===== src/rtl/sub_serial_pkg.sv =====
// Shared state encoding for the bit-serial subtractor.
package sub_serial_pkg;

  localparam int unsigned STATE_W = 2;

  // 2'd3 is never entered; the FSM decodes it exactly like IDLE.
  typedef enum logic [STATE_W-1:0] {
    IDLE = 2'd0,
    SUB  = 2'd1,
    DONE = 2'd2
  } state_t;

endpackage


===== src/rtl/fsub_bit.sv =====
// Combinational one-bit full subtractor: d = a - b - bin, bout = borrow out.
module fsub_bit (
  input  logic a,
  input  logic b,
  input  logic bin,
  output logic d,
  output logic bout
);

  assign d    = a ^ b ^ bin;
  assign bout = (~a & b) | (~(a ^ b) & bin);

endmodule


===== src/rtl/sub_serial.sv =====
// Bit-serial subtractor: a - b one bit per clock, LSB first, IDLE/SUB/DONE control.
// Optional SUB_SERIAL_SAT_EN: a negative result saturates the difference to zero.
module sub_serial
  import sub_serial_pkg::*;
#(
  parameter int unsigned WIDTH = 8
) (
  input  logic             clk,
  input  logic             rst,
  input  logic             en,
  input  logic [WIDTH-1:0] a,
  input  logic [WIDTH-1:0] b,
  output logic [WIDTH-1:0] out,
  output logic             borrow,
  output logic             done
);

  localparam int unsigned CW = (WIDTH > 1) ? $clog2(WIDTH) : 1;
  localparam logic [CW-1:0] LAST = CW'(WIDTH - 1);

  state_t           state;
  state_t           state_next;
  logic [WIDTH-1:0] a_reg;
  logic [WIDTH-1:0] b_reg;
  logic [CW-1:0]    count;
  logic             d_c;
  logic             bout_c;
  logic             idle_c;
  logic             last_c;

  fsub_bit u_fsub_bit (
    .a    (a_reg[0]),
    .b    (b_reg[0]),
    .bin  (borrow),
    .d    (d_c),
    .bout (bout_c)
  );

  // Anything other than SUB/DONE behaves as IDLE, including the unused code.
  assign idle_c = (state != SUB) && (state != DONE);
  assign last_c = (count == LAST);

  always_ff @(posedge clk or negedge rst) begin
    if (!rst) state <= IDLE;
    else      state <= state_next;
  end

  always_comb begin
    state_next = state;
    case (state)
      SUB: begin
        if (last_c)   state_next = DONE;
        else if (!en) state_next = IDLE;
      end
      DONE: begin
        if (en) state_next = IDLE;
      end
      default: begin
        state_next = en ? SUB : IDLE;
      end
    endcase
  end

  // Datapath: load on start, shift one bit per SUB cycle, hold otherwise.
  always_ff @(posedge clk or negedge rst) begin
    if (!rst) begin
      a_reg  <= '0;
      b_reg  <= '0;
      out    <= '0;
      borrow <= 1'b0;
      count  <= '0;
      done   <= 1'b0;
    end else begin
      done <= (state_next == DONE);
      if (idle_c && en) begin
        a_reg  <= a;
        b_reg  <= b;
        out    <= '0;
        borrow <= 1'b0;
        count  <= '0;
      end else if (state == SUB) begin
        a_reg  <= a_reg >> 1;
        b_reg  <= b_reg >> 1;
        borrow <= bout_c;
        count  <= count + CW'(1);
`ifdef SUB_SERIAL_SAT_EN
        if (last_c && bout_c) out <= '0;
        else                  out <= {d_c, out[WIDTH-1:1]};
`else
        out <= {d_c, out[WIDTH-1:1]};
`endif
      end
    end
  end

endmodule


===== config.mk =====
export PLATFORM = sky130hd
export DESIGN_NAME = sub_serial
export DESIGN_NICKNAME = d
export VERILOG_FILES = /design/src/rtl/sub_serial_pkg.sv /design/src/rtl/fsub_bit.sv /design/src/rtl/sub_serial.sv
export SDC_FILE = /design/constraint.sdc
export NUM_CORES = 1
export LEC_CHECK = 0
export ABC_AREA = 1
export CAP_MARGIN = 10
export CELL_PAD_IN_SITES_DETAIL_PLACEMENT = 1
export CELL_PAD_IN_SITES_GLOBAL_PLACEMENT = 1
export CORE_MARGIN = 4
export CORE_UTILIZATION = 42
export CTS_BUF_LIST = sky130_fd_sc_hd__clkbuf_8
export DETAILED_ROUTE_END_ITERATION = 10
export GPL_TIMING_DRIVEN = 0
export PLACE_DENSITY_LB_ADDON = 0.25
export SYNTH_ARGS = -nofsm -noshare
export SYNTH_HDL_FRONTEND = slang
export SYNTH_SLANG_ARGS = --single-unit

===== constraint.sdc =====
create_clock -name clk -period 3.9 [get_ports clk]
set_clock_uncertainty 0.2 [all_clocks]
set_input_delay 0.78 -clock clk [delete_from_list [all_inputs] [get_ports clk]]
set_output_delay 0.78 -clock clk [all_outputs]
set_load 0.01 [all_outputs]

==> impl_metrics.csv <==
group,metric,value,unit
worst_setup_path,crit_family,"buffers and inverters",
worst_setup_path,critical_path_class,"register to primary output",
yosys,synth_nets,187,
sta,hold_viol,0,
sta,rsz0062_at_grt,"false",
sta,period_needed,2.24,ns
clocking,clock_latency,0.29,ns
worst_setup_path,r2r_slack,2.16,ns
layout,fill_cells,393,
sta,setup_viol,0,
layout,layout-drive-gt1-share,10.1,%
global_routing,antenna_found_initial,0,
status,outcome,"completed",
clocking,ctsHoldBuffers,0,
floorplanning,die_w,66.5,um
floorplanning,initial_core_util,45.5,%
yosys,synth.distinct_cells,17,
sta,period_share,57.5,%
worst_setup_path,path_cells,"clkdlybuf4s50_1",
clocking,ctsResizeCount,0,
power_and_ir_drop,leakage,0.000879,uW
sta,slew_viol_final,0,
floorplanning,coreArea,3150,um^2
worst_setup_path,critPathBufInv,1,
clocking,clkTransAtPathRegs,0.07,ns
detailed_routing,avgRoutedWirePerCell,14.8,um
yosys,yosysSeqAreaShare,54.1,%
hold_path,holdPathEnd,"a_reg[0]",
global_routing,grt_use_total,19.3,%
sta,tightest_slew,0.702,ns
power_and_ir_drop,power_density,529,nW/um^2
floorplanning,num_rows,20,
detailed_routing,drc_errors,0,
detailed_routing,via_per_inst,5.01,
worst_setup_path,cp.required,2.92,ns
sta,setup_tns,0,ns
layout,area_growth,30.0,%
hold_path,min_from,"a_reg[0]",
clocking,cts_buffer_depth,2,
detailed_routing,drt_wl_total,3610,um
power_and_ir_drop,power,986,uW
yosys,ys_ff_latch,31,
sta,timing.fmax,446,MHz
placed_design,hpwl,2510,um
floorplanning,die_h,66.5,um
clocking,cts_sinks,31,
global_routing,grt_pass1_vias,1341,
global_routing,grt_max_degree,32,
global_routing,grt_pass1_wl,6320,um
clocking,htree_levels,2,
layout,n_antenna_cell,0,
worst_setup_path,r2r_cells,7,
detailed_routing,drtIter0Drc,52,
yosys,synthTopCellsByArea,"dfrtp_1 54%, nor2_1 9.7%, a21oi_1 8.7%, nand2_1 6.0%, o21ai_0 4.2%",
worst_setup_path,max_stage_delay,0.56,ns
worst_setup_path,crit_fanout,3,
detailed_routing,firstDrtPassIters,4,
yosys,synth_warnings,0,
worst_setup_path,critPathSlowestCell,"clkdlybuf4s50_1",
layout,fin_util,59.2,%
clocking,cts_tree,"done",
worst_setup_path,critical_path_arrival,1.26,ns
clocking,cts-buffers-inserted,5,
placed_design,place_congestion,0.751,
detailed_routing,vias,1217,
sta,slew_headroom,53.2,%
sta,whs,0.316,ns
global_routing,overflow,0,
yosys,yosys.area.top_type,"dfrtp_1",
floorplanning,ios,29,
worst_setup_path,cp-start-kind,"register",
hold_path,hold_path_class,"register to register",
clocking,postCtsSetupRepairBufs,0,
yosys,synth_top_area_share,54.1,%
yosys,synth.avg_cell_area,8.80,um^2
yosys,syn_area,1440,um^2
layout,final_nets,222,
floorplanning,dieArea,4420,um^2
yosys,syn_inst,163,
hold_path,hold_path_depth,2,
detailed_routing,final_antenna_net_count,0,
worst_setup_path,end_kind,"primary output",
clocking,cts_root_buffer,"clkbuf_8",
power_and_ir_drop,ir_worst_vdd,0.256,mV
placed_design,port_buffers,28,
worst_setup_path,r2r_start,"state[0]",
worst_setup_path,worstReg2RegEnd,"a_reg[4]",
flow_run,cap_violations,0,
==> worst register-to-register path, delay by kind of cell (launching register included) <==
family | cells | cell delay, ns
adders and majority gates | 1 | 0.34
buffers and inverters | 3 | 0.33
AOI/OAI and AO/OA | 2 | 0.22
and+or+nand+nor | 1 | 0.14
DFF | 1 | 0.37
==> how the worst max path moves through the flow <==
stage          depth (start not counted)        to  startpoint  slack (ns)
6_report                               1    borrow      borrow        1.66
4_1_cts                                1    borrow      borrow        1.66
3_5_place_dp                           6  a_reg[4]          en        1.63
3_3_place_gp                           1  a_reg[3]         rst        1.26
2_1_floorplan                          5  a_reg[3]          en        2.32
5_1_grt                                1    borrow      borrow        1.62
==> cells by family (layout without fill, tap and decap cells) <==
| family | after synthesis | after routing | share of synthesized area (%) |
|---|---|---|---|
| compound gates | 38 | 38 | 13.4 |
| xor+xnor | 1 | 1 | 0.610 |
| fa+ha+maj | 5 | 5 | 4.88 |
| buf+inv | 18 | 54 | 7.76 |
| flops | 31 | 31 | 54.1 |
| simple gates | 70 | 70 | 19.3 |
==> per-layer routing <==
metal	vias up	part of all wire, %	track usage, %
met5	-	0	0
met4	0	1.4	6.09
met3	5	4.3	5.56
met2	23	52	34.3
met1	594	43	22.1
li1	595	-	-
==> metrics by stage <==
| step | instance area [um^2] | worst slack, ns | instances |
|---|---|---|---|
| 2_1_floorplan | 1440 | 2.32 | 163 |
| 3_3_place_gp | 1770 | 1.26 | 235 |
| 3_5_place_dp | 1770 | 1.63 | 235 |
| 4_1_cts | 1870 | 1.66 | 243 |
| 5_1_grt | 1870 | 1.62 | 243 |
| 6_report | 1870 | 1.66 | 243 |
==> cell type report <==
| cell class | instances | area (um^2) | share of cell area (%) |
|---|---|---|---|
| clock buffers | 7 | 96.3 | 5.16 |
| flip-flops and latches | 31 | 776 | 41.6 |
| inverters | 9 | 38.8 | 2.08 |
| multi-input cells | 114 | 548 | 29.4 |
| repair buffers | 28 | 275 | 14.8 |
| clock inverters | 1 | 3.75 | 0.201 |
| plain buffers | 9 | 72.6 | 3.89 |
| well taps | 44 | 55.1 | 2.95 |
==> power breakdown <==
part           internal, uW  switching, uW  total (uW)  leakage (uW)
clock                   158            119         278     0.0000557
combinational           128            137         265      0.000442
sequential              395           48.8         444      0.000382
==> synthesized netlist by cell type <==
cell type,number
nand2_1,23
clkinv_4,1
xnor2_1,1
a21oi_1,25
buf_4,1
inv_2,1
buf_6,4
inv_1,7
nor2_1,37
dfrtp_1,31
ha_1,4
fa_1,1
o21ai_0,12
nand2_2,1
buf_2,4
nand3_1,9
a211oi_1,1
==> placed cells by master (no fill, tap or decap) <==
cell / n
inv_2: 1
o21ai_0: 12
clkinv_4: 1
nand2_2: 1
nand2_1: 23
nand3_1: 9
clkbuf_8: 7
inv_1: 8
a211oi_1: 1
buf_4: 1
clkdlybuf4s50_1: 27
a21oi_1: 25
dfrtp_1: 31
buf_6: 4
ha_1: 4
xnor2_1: 1
buf_2: 5
fa_1: 1
nor2_1: 37
Power figures use the tool's default switching activity.
